File: src/rtl/ram_arbiter_pkg.sv
// ram_arbiter_pkg -- shared defines for the RAM arbiter slice.
//   arb_state_e      : arbiter FSM state encoding
//   TIMEOUT_DEFAULT  : default BUSY-cycle budget before a transaction is aborted
//   OP_*             : RAM access op codes shared with the load/store unit
//   cnt_width()      : width of a counter spanning 0..t-1 (min 1 bit)
package ram_arbiter_pkg;

  typedef enum logic [1:0] {
    ST_IDLE = 2'd0,
    ST_BUSY = 2'd1,
    ST_RESP = 2'd2
  } arb_state_e;

  localparam int TIMEOUT_DEFAULT = 64;

  localparam logic [3:0] OP_LB  = 4'd1;
  localparam logic [3:0] OP_LH  = 4'd2;
  localparam logic [3:0] OP_LW  = 4'd3;
  localparam logic [3:0] OP_LBU = 4'd4;
  localparam logic [3:0] OP_LHU = 4'd5;
  localparam logic [3:0] OP_SB  = 4'd6;
  localparam logic [3:0] OP_SH  = 4'd7;
  localparam logic [3:0] OP_SW  = 4'd8;

  function automatic int cnt_width(input int t);
    return (t <= 2) ? 1 : $clog2(t);
  endfunction

endpackage

File: src/rtl/ram_arbiter_rr_arbiter2.sv
// rr_arbiter2 -- two-way round-robin selector, purely combinational.
//   req[1:0]   : request lines (bit1 = requester 1)
//   last       : 1 when requester 1 won the previous grant
//   grant[1:0] : one-hot winner, 0 when nobody requests
// On a tie the requester that did not win last time is chosen.
module rr_arbiter2 (
  input  logic [1:0] req,
  input  logic       last,
  output logic [1:0] grant
);

  always_comb begin
    grant    = '0;
    grant[1] = req[1] & (~req[0] | ~last);
    grant[0] = req[0] & (~req[1] |  last);
  end

endmodule

File: src/rtl/ram_arbiter.sv
// ram_arbiter -- shares one RAM port between the fetch requester (m0) and
// the MEM-stage requester (m1).
//   clk_i, rst_i             : clock, synchronous active-low reset
//   m*_req/we/addr/wdata/op  : requester transaction (held until ack)
//   m*_ack_o/err_o/rdata_o   : one-cycle completion, timeout flag, read data
//   ram_*_o, ram_data_i/ready_i : RAM port
//   grant_o                  : one-hot owner of the transaction in flight
// Flow: IDLE -(any req, grant)-> BUSY -(ready or timeout)-> RESP -> IDLE.
// The winner's payload is latched at grant so the RAM sees a stable request
// even if the requester changes its inputs or drops req afterwards.
module ram_arbiter
  import ram_arbiter_pkg::*;
#(
  parameter int ADDR_WIDTH = 32,
  parameter int DATA_WIDTH = 32,
  parameter int TIMEOUT    = TIMEOUT_DEFAULT
) (
  input  logic                  clk_i,
  input  logic                  rst_i,
  input  logic                  m0_req_i,
  input  logic                  m0_we_i,
  input  logic [ADDR_WIDTH-1:0] m0_addr_i,
  input  logic [DATA_WIDTH-1:0] m0_wdata_i,
  input  logic [3:0]            m0_op_i,
  output logic                  m0_ack_o,
  output logic                  m0_err_o,
  output logic [DATA_WIDTH-1:0] m0_rdata_o,
  input  logic                  m1_req_i,
  input  logic                  m1_we_i,
  input  logic [ADDR_WIDTH-1:0] m1_addr_i,
  input  logic [DATA_WIDTH-1:0] m1_wdata_i,
  input  logic [3:0]            m1_op_i,
  output logic                  m1_ack_o,
  output logic                  m1_err_o,
  output logic [DATA_WIDTH-1:0] m1_rdata_o,
  output logic                  ram_request_o,
  output logic                  ram_w_request_o,
  output logic [ADDR_WIDTH-1:0] ram_addr_o,
  output logic [DATA_WIDTH-1:0] ram_data_o,
  output logic [3:0]            ram_op_o,
  input  logic [DATA_WIDTH-1:0] ram_data_i,
  input  logic                  ram_ready_i,
  output logic [1:0]            grant_o
);

  localparam int             CW       = cnt_width(TIMEOUT);
  localparam logic [CW-1:0]  CNT_LAST = CW'((TIMEOUT == 0) ? 0 : TIMEOUT - 1);
  localparam bit             TO_EN    = (TIMEOUT != 0);

  typedef struct packed {
    logic                  we;
    logic [ADDR_WIDTH-1:0] addr;
    logic [DATA_WIDTH-1:0] wdata;
    logic [3:0]            op;
  } req_t;

  req_t [1:0]                 req_in;
  logic [1:0]                 req_vec;
  logic [1:0]                 rr_gnt;

  arb_state_e                 state_q;
  req_t                       cur_q;
  logic [1:0]                 grant_q;
  logic                       last_q;   // 1: m1 won the last grant
  logic [CW-1:0]              cnt_q;
  logic [1:0]                 ack_q;
  logic [1:0]                 err_q;
  logic [1:0][DATA_WIDTH-1:0] rdata_q;

  logic                       owner;
  logic                       busy;
  logic                       timeout_hit;

  assign req_in[0] = {m0_we_i, m0_addr_i, m0_wdata_i, m0_op_i};
  assign req_in[1] = {m1_we_i, m1_addr_i, m1_wdata_i, m1_op_i};
  assign req_vec   = {m1_req_i, m0_req_i};

  rr_arbiter2 u_rr (
    .req   (req_vec),
    .last  (last_q),
    .grant (rr_gnt)
  );

  assign owner       = grant_q[1];
  assign busy        = (state_q == ST_BUSY);
  assign timeout_hit = TO_EN && (cnt_q == CNT_LAST);

  always_ff @(posedge clk_i) begin
    if (!rst_i) begin
      state_q <= ST_IDLE;
      cur_q   <= '0;
      grant_q <= '0;
      last_q  <= 1'b0;   // m1 wins the first tie after reset
      cnt_q   <= '0;
      ack_q   <= '0;
      err_q   <= '0;
      rdata_q <= '0;
    end else begin
      ack_q <= '0;
      err_q <= '0;
      unique case (state_q)
        ST_IDLE: begin
          if (|req_vec) begin
            grant_q <= rr_gnt;
            last_q  <= rr_gnt[1];
            cur_q   <= rr_gnt[1] ? req_in[1] : req_in[0];
            cnt_q   <= '0;
            state_q <= ST_BUSY;
          end
        end
        ST_BUSY: begin
          // ready has priority over a timeout landing on the same cycle
          if (ram_ready_i) begin
            if (!cur_q.we) rdata_q[owner] <= ram_data_i;
            ack_q[owner] <= 1'b1;
            state_q      <= ST_RESP;
          end else if (timeout_hit) begin
            rdata_q[owner] <= '0;
            ack_q[owner]   <= 1'b1;
            err_q[owner]   <= 1'b1;
            state_q        <= ST_RESP;
          end else begin
            cnt_q <= cnt_q + CW'(1);
          end
        end
        ST_RESP: begin
          grant_q <= '0;
          state_q <= ST_IDLE;
        end
        default: state_q <= ST_IDLE;
      endcase
    end
  end

  assign m0_ack_o   = ack_q[0];
  assign m1_ack_o   = ack_q[1];
  assign m0_err_o   = err_q[0];
  assign m1_err_o   = err_q[1];
  assign m0_rdata_o = rdata_q[0];
  assign m1_rdata_o = rdata_q[1];
  assign grant_o    = grant_q;

  // RAM side is quiet outside BUSY; payload comes from the latched request.
  assign ram_request_o   = busy;
  assign ram_w_request_o = busy & cur_q.we;
  assign ram_addr_o      = busy ? cur_q.addr  : '0;
  assign ram_data_o      = busy ? cur_q.wdata : '0;
  assign ram_op_o        = busy ? cur_q.op    : '0;

endmodule

File: config.mk
export PLATFORM = sky130hd
export DESIGN_NAME = ram_arbiter
export DESIGN_NICKNAME = d
export VERILOG_FILES = /design/src/rtl/ram_arbiter_pkg.sv /design/src/rtl/ram_arbiter_rr_arbiter2.sv /design/src/rtl/ram_arbiter.sv
export SDC_FILE = /design/constraint.sdc
export NUM_CORES = 1
export LEC_CHECK = 0
export BUFFER_PORTS_ARGS = -buffer_cell sky130_fd_sc_hd__buf_2
export CELL_PAD_IN_SITES_DETAIL_PLACEMENT = 0
export CELL_PAD_IN_SITES_GLOBAL_PLACEMENT = 1
export CORE_AREA = 5 5 138 140
export DETAILED_ROUTE_END_ITERATION = 10
export DIE_AREA = 0 0 143 145
export PLACE_DENSITY_LB_ADDON = 0.08
export SLEW_MARGIN = 20
export SYNTH_ARGS = -nofsm -noshare
export SYNTH_HDL_FRONTEND = slang
export SYNTH_SLANG_ARGS = --single-unit
File: constraint.sdc
create_clock -name clk_i -period 4.6 [get_ports clk_i]
set_input_delay 0.46 -clock clk_i [delete_from_list [all_inputs] [get_ports clk_i]]
set_output_delay 0.46 -clock clk_i [all_outputs]
set_load 0.01 [all_outputs]
==> metrics.log, run 1 <==
INFO  metric run_status = finished clean
INFO  metric fp-row-count = 49
INFO  metric track_usage = 0.174
INFO  metric critical_path_buf_inv_count = 3
INFO  metric grt_antenna_before_repair = 0
INFO  metric post_layout_nonfiller_instances = 1140
INFO  metric numCtsBuffers = 17
INFO  metric timing.critical_path.arrival = 1.91 ns
INFO  metric post_cts_resized = 0
INFO  metric drc_markers = 0
INFO  metric synth_enable_flop_cells = 0
INFO  metric synth.net_count = 791
INFO  metric worstPathCellList = nand2b_1 > inv_1 > buf_4 > and2_1 > buf_2
INFO  metric ctsHoldBuffers = 0
INFO  metric synth_top_area_cell = sky130_fd_sc_hd__dfxtp_1
INFO  metric cts.htree.levels = 4
INFO  metric yosysWarningCount = 0
INFO  metric initial_core_util = 0.352
INFO  metric final.fill_count = 1742
INFO  metric path_clk_slew = ~0.060 ns
INFO  metric tritoncts_clock_tree = done
INFO  metric final.setup.tns = 0 ns
INFO  metric total_congestion_overflow_after_global_routing = 0
INFO  metric synth_largest_type_area_fraction = 0.475
INFO  metric static-leakage-power = 0.00406 µW
INFO  metric vdd_drop_max = 0.000256 V
INFO  metric routed_via_density = 4.97
INFO  metric report.final.setup_viol = 0
INFO  metric post_synth_and_or_nand_nor_area_fraction = 0.144
INFO  metric crit_cells = 5
INFO  metric die_h = 145 µm
INFO  metric startpoint_type = flip-flop
INFO  metric multiInputGateArea = 0.00296 mm²
INFO  metric fmax = 422 MHz
INFO  metric placed_cell_areas = 0.00790 mm²
INFO  metric route.antenna.remaining_nets = 0
INFO  metric cts_sinks = 148
INFO  metric detail_route.wl_per_cell = 16.3 µm
INFO  metric clock-root-buffer = sky130_fd_sc_hd__clkbuf_16
INFO  metric finalHoldViolations = 0
INFO  metric synth.mux.area_fraction = 0.111
INFO  metric setup.worst_path.class = flip-flop to output port
INFO  metric rd_place_congestion = a little under 0.8
INFO  metric cp_max_fo = 44
INFO  metric dominantRegCellSynth = sky130_fd_sc_hd__dfxtp_1
INFO  metric yosys.area_share.adder = 0.00201
INFO  metric ys_seq_elements = between 100 and 150
INFO  metric fin_area = between 0.008 and 0.009 mm²
INFO  metric chipWidth = 143 µm
INFO  metric pin_count_of_the_biggest_net_entering_global_routing = 113
INFO  metric die_area = 0.0207 mm²
INFO  metric synth_seq_area_share = 0.475
INFO  metric synthToLayoutAreaGrowth = 35.7%
INFO  metric worst_path_largest_cell_delay = 0.46 ns
INFO  metric first_global_vias = 5699
INFO  metric synth_cell_types = 36
INFO  metric final-seq-area = 0.00296 mm²
INFO  metric timing.hold.worst.class = input port to flip-flop
INFO  metric drtPass1Iterations = 4
INFO  metric place_inst = 1109
INFO  metric fin_worst_skew = 0.00826 ns
INFO  metric drt_iter0_drc = 165
INFO  metric ff2ff_path_depth = 4
INFO  metric cell_family_with_most_cp_delay = buffers and inverters
INFO  metric routed-via-count = between 5k and 6k
INFO  metric fraction_of_final_layout_cells_with_drive_strength_greater_than_1 = 0.400
INFO  metric complex_gate_fraction_of_the_synthesized_area = 0.215
INFO  metric clock_insertion_delay_at_the_later_pin_of_the_skew_report = 0.41 ns
INFO  metric synth.top_cells.by_area = sky130_fd_sc_hd__dfxtp_1 (48%), sky130_fd_sc_hd__mux2i_1 (11%), sky130_fd_sc_hd__a32o_1 (10%), sky130_fd_sc_hd__a211oi_1 (8.3%), sky130_fd_sc_hd__and2_1 (6.9%)
INFO  metric fin_nets = 1075
INFO  metric placeable_core_area = 0.0177 mm²
INFO  metric combinational_family_with_the_most_area_after_synthesis = compound AO/OA/AOI/OAI gates
INFO  metric antennaDiodeCount = 0
INFO  metric finalMaxSlewViolations = 0
INFO  metric totalWireLength = 18600 µm
INFO  metric min_delay_path_depth = 2
INFO  metric holdWs = 0.297 ns
INFO  metric layout_worst_path_cycle_share = 0.515
INFO  metric max_clock_buf_depth = 2
INFO  metric portBuffers = 314
INFO  metric syn_inst = 615
INFO  metric mean_instance_size_in_the_synthesized_netlist = 10.1 µm²
INFO  metric rsz0062_at_grt = no
INFO  metric grt_pass1_wl = 29000 µm
INFO  metric synthesis.area = 0.00624 mm²
INFO  metric worst_ep_required_time = 4.14 ns
INFO  metric timing.critical_path.slowest_stage_cell = sky130_fd_sc_hd__dfxtp_1
INFO  metric ioPinCount = roughly 320
INFO  metric min_period = 2.37 ns
INFO  metric cts_setup_buffers = 0
INFO  metric critical_path_capture_point_type = output port
INFO  metric postSynth.asyncResetShare = 0
INFO  metric power_density = 385 mW/mm²
INFO  metric detail_placement_hpwl = 13700 µm
INFO  metric max-slew-margin-rel = 0.353
INFO  metric transition_time_at_the_pin_with_the_least_slew_margin = 0.967 ns
INFO  metric drv_cap = 0
INFO  metric yosys.area_share.xor_xnor = 0
## power by group
group | switching (µW) | leakage [µW] | internal [µW]
Sequential | 45.5 | 0.00121 | 1380
Combinational | 293 | 0.00257 | 223
Clock | 526 | 0.000269 | 796
Total | 865 | 0.00406 | 2390
## per-stage QoR
stage | setup slack, ns | total power, µW | util
finish | 2.23 | 3260 | 0.478
global route | 1.99 | 3440 | 0.478
CTS | 2.14 | 3310 | 0.478
detailed placement | 2.24 | 1970 | 0.446
global placement | 2.34 | 1960 | 0.444
floorplan | 2.92 | 1770 | -
## per-layer routing
metal | global-route usage | share of wire | vias up
li1 | - | - | 2842
met1 | 0.202 | 0.39 | 2613
met2 | 0.304 | 0.52 | 197
met3 | 0.0513 | 0.080 | 16
met4 | 0.0570 | 0.014 | 0
met5 | 0 | 0 | -
## worst paths after layout
kind | start | endpoint | slack, ns
min reg2reg | m1_rdata_o[9] | m1_rdata_o[9] | 0.46
max reg2reg | state_q[0] | cur_q[14] | 2.45
min | ram_data_i[3] | m0_rdata_o[3] | 0.30
max | state_q[0] | ram_addr_o[8] | 2.23
## cells in the final DEF (no fill, tap or decap), types with 6 or more instances in the layout
cell                        instances
sky130_fd_sc_hd__a32o_1            64
sky130_fd_sc_hd__nor2_1            82
sky130_fd_sc_hd__a211oi_1          69
sky130_fd_sc_hd__o21ai_0            7
sky130_fd_sc_hd__a21oi_1            7
sky130_fd_sc_hd__and2_1            69
sky130_fd_sc_hd__mux2i_1           69
sky130_fd_sc_hd__buf_2            314
sky130_fd_sc_hd__dfxtp_1          148
sky130_fd_sc_hd__nand2_1            6
sky130_fd_sc_hd__clkbuf_16         17
sky130_fd_sc_hd__buf_4              7
## state kept, by name (all words and copies together) (netlist names)
name / cells
m0_rdata_o: 32
grant_o: 2
last_q: 1
ack_q: 2
state_q: 2
cur_q: 69
cnt_q: 6
err_q: 2
m1_rdata_o: 32
## cell usage after synthesis, types with 2 or more instances
cell type	count
sky130_fd_sc_hd__dfxtp_1	148
sky130_fd_sc_hd__nor2_1	82
sky130_fd_sc_hd__a211oi_1	69
sky130_fd_sc_hd__and2_1	69
sky130_fd_sc_hd__mux2i_1	69
sky130_fd_sc_hd__a32o_1	64
sky130_fd_sc_hd__buf_2	23
sky130_fd_sc_hd__clkbuf_1	19
sky130_fd_sc_hd__a21oi_1	7
sky130_fd_sc_hd__buf_4	7
sky130_fd_sc_hd__o21ai_0	7
sky130_fd_sc_hd__buf_6	6
sky130_fd_sc_hd__nand2_1	6
sky130_fd_sc_hd__nand3_1	5
sky130_fd_sc_hd__buf_1	3
sky130_fd_sc_hd__inv_1	3
sky130_fd_sc_hd__nor2_2	3
sky130_fd_sc_hd__o211ai_1	3
sky130_fd_sc_hd__a21oi_4	2
sky130_fd_sc_hd__nand2b_1	2
sky130_fd_sc_hd__nand3b_1	2
sky130_fd_sc_hd__nor3_1	2
## area by class of cell
class,count,area share
Multi-Input combinational cell,405,0.350
Sequential cell,148,0.350
Timing Repair Buffer,323,0.197
Clock buffer,19,0.0511
Tap cell,229,0.0338
Clock inverter,12,0.0157
Inverter,4,0.00177
## cells by family after synthesis
family          count (synthesis)
simple gates                  177
buf+inv                        62
flops                         148
fa+ha+maj                       1
mux                            69
compound gates                158
(Power assumes the default switching activity.)
==> inputs of run 2 (changes only) <==
--- a/config.mk
+++ b/config.mk
@@ -5,12 +5,13 @@
 export SDC_FILE = /design/constraint.sdc
 export NUM_CORES = 1
 export LEC_CHECK = 0
+export ABC_AREA = 1
 export BUFFER_PORTS_ARGS = -buffer_cell sky130_fd_sc_hd__buf_2
 export CELL_PAD_IN_SITES_DETAIL_PLACEMENT = 0
 export CELL_PAD_IN_SITES_GLOBAL_PLACEMENT = 1
-export CORE_AREA = 5 5 138 140
+export CORE_AREA = 5 5 160 162
 export DETAILED_ROUTE_END_ITERATION = 10
-export DIE_AREA = 0 0 143 145
+export DIE_AREA = 0 0 165 167
 export PLACE_DENSITY_LB_ADDON = 0.08
 export SLEW_MARGIN = 20
 export SYNTH_ARGS = -nofsm -noshare
==> constraint.sdc (replaced) <==
create_clock -name clk_i -period 2.3 [get_ports clk_i]
set_input_delay 0.23 -clock clk_i [delete_from_list [all_inputs] [get_ports clk_i]]
set_output_delay 0.23 -clock clk_i [all_outputs]
set_load 0.01 [all_outputs]
==> metrics.log, run 2 <==
INFO  metric layout_worst_path_cycle_share = 0.794
INFO  metric report.final.setup_viol = 0 (unchanged)
INFO  metric initial_core_util = 0.316 (-0.0357)
INFO  metric chipWidth = 165 µm (+15%)
INFO  metric drtPass1Iterations = 4 (unchanged)
INFO  metric path_clk_slew = 0.07 ns (about the same)
INFO  metric ys_seq_elements = 148 (unchanged)
INFO  metric clock_insertion_delay_at_the_later_pin_of_the_skew_report = 0.42 ns (about the same)
INFO  metric hold_end = cur_q[49]
INFO  metric mean_instance_size_in_the_synthesized_netlist = 6.38 µm² (-37%)
INFO  metric regMostFlops = cur_q
INFO  metric rd_place_congestion = 0.785 (+1.8%)
INFO  metric drv_cap = 0 (unchanged)
INFO  metric vdd_drop_max = 0.000318 V (+24%)
INFO  metric portBuffers = 314 (unchanged)
INFO  metric ctsHoldBuffers = 0 (unchanged)
INFO  metric largest_register_ffs = 69 (unchanged)
INFO  metric rsz0062_at_grt = no
INFO  metric totalWireLength = 25900 µm (+40%)
INFO  metric cts.htree.levels = 4 (unchanged)
INFO  metric tritoncts_clock_tree = done
INFO  metric use_met1 = 0.228 (+0.0261)
INFO  metric track_usage = 0.184 (+0.0102)
INFO  metric cts_sinks = 148 (unchanged)
INFO  metric synth.net_count = 1364 (+72%)
INFO  metric die_h = 167 µm (+15%)
INFO  metric numCtsBuffers = 17 (unchanged)
INFO  metric ff2ff_path_depth = 7 (+3)
INFO  metric cts_setup_buffers = 0 (unchanged)
INFO  metric total_congestion_overflow_after_global_routing = 0 (unchanged)
INFO  metric placed_cell_areas = 0.00929 mm² (+18%)
INFO  metric first_global_vias = 7747 (+36%)
INFO  metric drt_iter0_drc = 330 (+100%)
INFO  metric die_area = 0.0276 mm² (+33%)
INFO  metric max_clock_buf_depth = 2 (unchanged)
INFO  metric postSynth.asyncResetShare = 0 (unchanged)
INFO  metric finalHoldViolations = 0 (unchanged)
INFO  metric worst_ep_required_time = 2.07 ns (-2.07 ns)
INFO  metric transition_time_at_the_pin_with_the_least_slew_margin = 0.794 ns (-0.173 ns)
INFO  metric clock-root-buffer = sky130_fd_sc_hd__clkbuf_16
INFO  metric grt.met3_usage = 0.0687 (+0.0174)
INFO  metric worstReg2RegStart = cnt_q[0]
INFO  metric startpoint_type = flip-flop
INFO  metric post_cts_resized = 0 (unchanged)
INFO  metric r2r_end = m0_rdata_o[5]
INFO  metric slack_of_the_critical_path = 0.474 ns (-1.76 ns)
INFO  metric reg2reg_setup_slack = 0.55 ns (-1.90 ns)
INFO  metric timing.hold.worst.class = input port to flip-flop
INFO  metric synthesis.area = 0.00758 mm² (+22%)
INFO  metric final.setup.tns = 0 ns (unchanged)
INFO  metric synth_seq_area_share = 0.391 (-0.0841)
INFO  metric finalMaxSlewViolations = 0 (unchanged)
INFO  metric fin_area = 0.00989 mm² (+17%)
INFO  metric grt_util_met2 = 0.298 (-0.00634)
INFO  metric yosysWarningCount = 0 (unchanged)
INFO  metric critical_path_capture_point_type = output port
INFO  metric routed_via_density = 4.58 (-7.8%)
INFO  metric synth.top_cells.by_area = sky130_fd_sc_hd__dfxtp_1 (39%), sky130_fd_sc_hd__nand2_1 (15%), sky130_fd_sc_hd__nor2_1 (10%), sky130_fd_sc_hd__inv_1 (7.2%), sky130_fd_sc_hd__o21ai_0 (6.7%)
INFO  metric fin_worst_skew = 0.0126 ns (+0.00431 ns)
INFO  metric cp_max_fo = 74 (+68%)
INFO  metric static-leakage-power = 0.00516 µW (+27%)
INFO  metric route.antenna.remaining_nets = 0 (unchanged)
INFO  metric synthToLayoutAreaGrowth = 30.5%
INFO  metric grt-busiest-layer = met2
INFO  metric ioPinCount = 315 (unchanged)
INFO  metric launch_point_of_the_worst_hold_path = m0_addr_i[13]
INFO  metric fraction_of_final_layout_cells_with_drive_strength_greater_than_1 = 0.255 (-0.145)
INFO  metric max-slew-margin-rel = 0.471 (+0.118)
INFO  metric power_density = 717 mW/mm² (+86%)
INFO  metric detail_route.wl_per_cell = 14.5 µm (-11%)
INFO  metric syn_inst = 1188 (+93%)
INFO  metric fmax = 548 MHz
INFO  metric fin_nets = 1623 (+51%)
INFO  metric dpl_worst_slack = 0.549 ns (-1.69 ns)
INFO  metric routed-via-count = 8197 (+45%)
INFO  metric min_period = 1.83 ns
INFO  metric dominantRegCellSynth = sky130_fd_sc_hd__dfxtp_1
INFO  metric detail_placement_hpwl = 17600 µm (+28%)
INFO  metric fp-row-count = 57 (+16%)
INFO  metric synthTopCellsByCount = sky130_fd_sc_hd__nand2_1 (300), sky130_fd_sc_hd__nor2_1 (211), sky130_fd_sc_hd__dfxtp_1 (148)
INFO  metric synth_enable_flop_cells = 0 (unchanged)
INFO  metric most-common-layout-cells = sky130_fd_sc_hd__buf_2 (312), sky130_fd_sc_hd__nand2_1 (298), sky130_fd_sc_hd__nor2_1 (211)
INFO  metric grt_pass1_wl = 40900 µm (+41%)
INFO  metric grt_antenna_before_repair = 10 (+10)
INFO  metric drc_markers = 0 (unchanged)
INFO  metric setup.worst_path.class = flip-flop to output port
INFO  metric run_status = finished clean
INFO  metric synth_largest_type_area_fraction = 0.391 (-0.0841)
INFO  metric placeable_core_area = 0.0240 mm² (+35%)
INFO  metric synth_cell_types = 23 (-36%)
INFO  metric timing.critical_path.arrival = 1.60 ns (-0.31 ns)
INFO  metric min_delay_path_depth = 3 (+1)
INFO  metric pin_count_of_the_biggest_net_entering_global_routing = 98 (-13%)
INFO  metric final_common_cell = sky130_fd_sc_hd__buf_2
INFO  metric post-synth-top-count-cell = sky130_fd_sc_hd__nand2_1
INFO  metric synth_top_area_cell = sky130_fd_sc_hd__dfxtp_1
-- run 2: cell count changes in the layout (fill, tap and decap cells not counted), sizes merged, moves of 64 or more --
cell	delta
nand2	+294
inv	+146
nor2	+127
o21ai	+94
a211oi	-69
and2	-69
mux2i	-69
a31oi	+68
nand3	+67
a32o	-64
-- run 2: logic make-up (layout without fill, tap and decap cells) --
logic type | count (synthesis) | after routing | share of synthesized area
AO/OA/AOI/OAI | 213 | 213 | 0.165
adder cells (fa/ha/maj) | 1 | 1 | 0.00165
buffers and inverters | 237 | 509 | 0.133
flip-flops | 148 | 148 | 0.391
other | 0 | 4 | 0
AND/OR/NAND/NOR | 589 | 589 | 0.310
-- run 2: layout make-up --
class                      instances  area, µm²
clock inverter                    13        148
timing repair buffer             329       1750
inverter                         148        556
antenna                            4       10.0
fill                            2711      14100
multi-input combinational        803       3610
sequential                       148       2960
clock buffer                      19        443
tap                              324        405
-- run 2: worst max-delay path, stage by stage (launching register included) --
cell and delay, ns:
sky130_fd_sc_hd__dfxtp_1 0.35, sky130_fd_sc_hd__inv_2 0.05, sky130_fd_sc_hd__nand2_2 0.09, sky130_fd_sc_hd__buf_12 0.33
sky130_fd_sc_hd__inv_1 0.16, sky130_fd_sc_hd__buf_2 0.19
-- run 2: worst max-delay path by stage --
stage          startpoint        endpoint
5_1_grt          cnt_q[0]  m0_rdata_o[16]
3_5_place_dp     cnt_q[0]  m1_rdata_o[12]
4_1_cts        state_q[1]   ram_request_o
3_3_place_gp     cnt_q[0]   m0_rdata_o[1]
6_report       state_q[1]   ram_request_o
2_1_floorplan    cnt_q[0]  m0_rdata_o[10]
-- run 2: metrics by stage --
step           hold slack [ns]  instances  utilization  total power [µW]
2_1_floorplan            0.390       1188            -              3820
3_3_place_gp             0.450       1752        0.388              4350
3_5_place_dp             0.459       1752        0.388              4350
4_1_cts                 0.0372       1784        0.412              7220
5_1_grt                 0.0537       1787        0.413              7510
6_report                0.0633       1788        0.413              7090
-- run 2: routing by layer --
layer	part of all wire	vias up
li1	-	4279
met1	0.44	3645
met2	0.46	230
met3	0.084	31
met4	0.012	12
met5	0.0029	-
-- run 2: power by group --
part,switching (µW),internal [µW]
clock,1180,1640
sequential,114,2790
combinational,860,503
==> inputs of run 3 (changes only) <==
--- a/config.mk
+++ b/config.mk
@@ -5,13 +5,13 @@
 export SDC_FILE = /design/constraint.sdc
 export NUM_CORES = 1
 export LEC_CHECK = 0
-export ABC_AREA = 1
+export ABC_AREA = 0
 export BUFFER_PORTS_ARGS = -buffer_cell sky130_fd_sc_hd__buf_2
 export CELL_PAD_IN_SITES_DETAIL_PLACEMENT = 0
 export CELL_PAD_IN_SITES_GLOBAL_PLACEMENT = 1
-export CORE_AREA = 5 5 160 162
+export CORE_AREA = 5 5 144 146
 export DETAILED_ROUTE_END_ITERATION = 10
-export DIE_AREA = 0 0 165 167
+export DIE_AREA = 0 0 149 151
 export PLACE_DENSITY_LB_ADDON = 0.08
 export SLEW_MARGIN = 20
 export SYNTH_ARGS = -nofsm -noshare
==> constraint.sdc (replaced) <==
create_clock -name clk_i -period 1.8 [get_ports clk_i]
set_input_delay 0.18 -clock clk_i [delete_from_list [all_inputs] [get_ports clk_i]]
set_output_delay 0.18 -clock clk_i [all_outputs]
set_load 0.01 [all_outputs]
==> metrics.log, run 3 (synthesis gave the netlist of run 1 again) <==
INFO  metric power_report.internal_total = 6440 µW (+31%)
INFO  metric critical_path_capture_point_type = flip-flop
INFO  metric initial_core_util = 0.324 (+0.00735)
INFO  metric static-leakage-power = 0.00423 µW (-18%)
INFO  metric finalMaxSlewViolations = 0 (unchanged)
INFO  metric setup.worst_path.class = flip-flop to flip-flop
INFO  metric run_status = finished clean
INFO  metric track_usage = 0.173 (-0.0108)
INFO  metric drtPass1Iterations = 6 (+2)
INFO  metric cts_sinks = 148 (unchanged)
INFO  metric first_global_vias = 5980 (-23%)
INFO  metric numCtsBuffers = 17 (unchanged)
INFO  metric tritoncts_clock_tree = done
INFO  metric vdd_drop_max = 0.000587 V (+85%)
INFO  metric cell_family_with_most_cp_delay = compound AO/OA/AOI/OAI gates
INFO  metric ioPinCount = 315 (unchanged)
INFO  metric max-slew-margin-rel = 0.388 (-0.0823)
INFO  metric detail_route.wl_per_cell = 17.3 µm (+19%)
INFO  metric drt_iter0_drc = 247 (-25%)
INFO  metric most-common-layout-cells = sky130_fd_sc_hd__buf_2 (314), sky130_fd_sc_hd__dfxtp_1 (147), sky130_fd_sc_hd__nor2_1 (82)
INFO  metric grt_antenna_before_repair = 1 (-9)
INFO  metric drc_markers = 0 (unchanged)
INFO  metric rsz0062_at_grt = yes
INFO  metric route.antenna.remaining_nets = 0 (unchanged)
INFO  metric fmax = between 500 and 600 MHz
INFO  metric portBuffers = 314 (unchanged)
INFO  metric pin_count_of_the_biggest_net_entering_global_routing = 77 (-21%)
INFO  metric finalHoldViolations = 0 (unchanged)
INFO  metric comb_power_share = 0.168 (-0.024)
INFO  metric timing.hold.worst.class = input port to flip-flop
INFO  metric placeable_core_area = 0.0193 mm² (-20%)
INFO  metric fp-row-count = 51 (-11%)
INFO  metric transition_time_at_the_pin_with_the_least_slew_margin = 0.917 ns (+0.123 ns)
INFO  metric clock_insertion_delay_at_the_later_pin_of_the_skew_report = 0.42 ns (about the same)
INFO  metric antennaDiodeCount = 0 (-4)
INFO  metric routed_via_density = 4.91 (+7.0%)
INFO  metric fin_worst_skew = 0.0142 ns (+0.00168 ns)
INFO  metric timing.critical_path.slowest_stage_cell = sky130_fd_sc_hd__o31ai_4
INFO  metric worstPathCellList = ha_2 > nand3_2 > o31ai_4 > buf_4 > a21oi_4 > a32o_1
INFO  metric layout_worst_path_cycle_share = 0.981
INFO  metric cp_max_fo = 16 (-78%)
INFO  metric timing.critical_path.arrival = 2.07 ns (+0.47 ns)
INFO  metric largest_register_ffs = 69 (unchanged)
INFO  metric die_h = 151 µm (-9.6%)
INFO  metric detail_placement_hpwl = 14600 µm (-17%)
INFO  metric min_period = roughly 1.8 ns
INFO  metric startpoint_type = flip-flop
INFO  metric drv_cap = 0 (unchanged)
INFO  metric die_area = 0.0225 mm² (-18%)
INFO  metric power.net_switching = 2470 µW (+14%)
INFO  metric routed-via-count = 5883 (-28%)
INFO  metric power.clock.fraction = 0.425 (+0.027)
INFO  metric fin_nets = 1097 (-32%)
INFO  metric final_common_cell = sky130_fd_sc_hd__buf_2
INFO  metric p_sw_frac = 0.277 (-0.0272)
INFO  metric power.share.sequential = 0.407 (-0.002)
INFO  metric critical_path_buf_inv_count = 1 (-3)
INFO  metric max_clock_buf_depth = 2 (unchanged)
INFO  metric path_clk_slew = 0.07 ns (about the same)
INFO  metric clock-root-buffer = sky130_fd_sc_hd__clkbuf_16
INFO  metric totalWireLength = 20700 µm (-20%)
INFO  metric grt_pass1_wl = 30900 µm (-25%)
INFO  metric fin_area = 0.00889 mm² (-10%)
INFO  metric worst_path_largest_cell_delay = 0.38 ns (+0.03 ns)
INFO  metric fraction_of_final_layout_cells_with_drive_strength_greater_than_1 = 0.419 (+0.164)
INFO  metric regMostFlops = cur_q
INFO  metric final.setup.tns = 0 ns (unchanged)
INFO  metric cts.htree.levels = 4 (unchanged)
INFO  metric placed_cell_areas = 0.00808 mm² (-13%)
INFO  metric report.final.setup_viol = 0 (unchanged)
INFO  metric synthToLayoutAreaGrowth = 42.5%
INFO  metric chipWidth = 149 µm (-9.7%)
INFO  metric power_density = 1000 mW/mm² (+40%)
INFO  metric worst_ep_required_time = 2.10 ns (+0.03 ns)
INFO  metric rd_place_congestion = 0.766 (-2.4%)
INFO  metric total_congestion_overflow_after_global_routing = 0 (unchanged)
run 3: what timing repair did:
action,in CTS,in global routing
gates cloned,2,2
hold endpoints to repair,3,0
buffers inserted,2,2
resized for setup,9,1
pin swaps,2,1
endpoints found under the setup margin,133,33
hold buffers,3,0
run 3: path summary, 6_finish.rpt:
path                          to           start  slack (ns)  depth (start not counted)
hold reg to reg    m1_rdata_o[2]   m1_rdata_o[2]        0.46                          1
hold / removal    m0_rdata_o[14]  ram_data_i[14]        0.02                          2
setup / recovery  m1_rdata_o[30]        cnt_q[1]        0.03                          6
setup reg to reg  m1_rdata_o[30]        cnt_q[1]        0.03                          6
run 3: layout make-up:
class,count,area (µm²)
timing repair buffer,343,1930
inverter,4,20.0
sequential,148,2960
multi-input combinational,407,3010
clock buffer,17,425
tap,265,332
fill,1921,10400
clock inverter,15,210
run 3: through the flow:
step	util	std cells	hold slack (ns)	setup slack [ns]	power [µW]
after floorplan	-	615	0.318	0.218	4520
after global placement	0.418	1155	0.434	-0.0344	5080
after detailed placement	0.419	1156	0.438	-0.0627	5130
after CTS	0.458	1195	0.00223	-0.00232	9000
after global routing	0.461	1199	0.00556	-0.0441	9360
final	0.461	1199	0.0238	0.0341	8910
run 3: power groups by stage:
| stage | registers (µW) | logic, µW | clock network [µW] |
|---|---|---|---|
| final | 3620 | 1500 | 3790 |
| after global routing | 3650 | 1650 | 4060 |
| after CTS | 3630 | 1490 | 3890 |
| after detailed placement | 3700 | 1430 | 0 |
| after global placement | 3680 | 1400 | 0 |
| after floorplan | 3690 | 832 | 0 |
run 3: per-layer routing:
| layer | vias to the layer above | share of wire | GRT usage |
|---|---|---|---|
| li1 | 2895 | - | - |
| met1 | 2726 | 0.41 | 0.203 |
| met2 | 238 | 0.50 | 0.303 |
| met3 | 22 | 0.078 | 0.0515 |
| met4 | 2 | 0.014 | 0.0577 |
| met5 | - | 0.00063 | 0 |
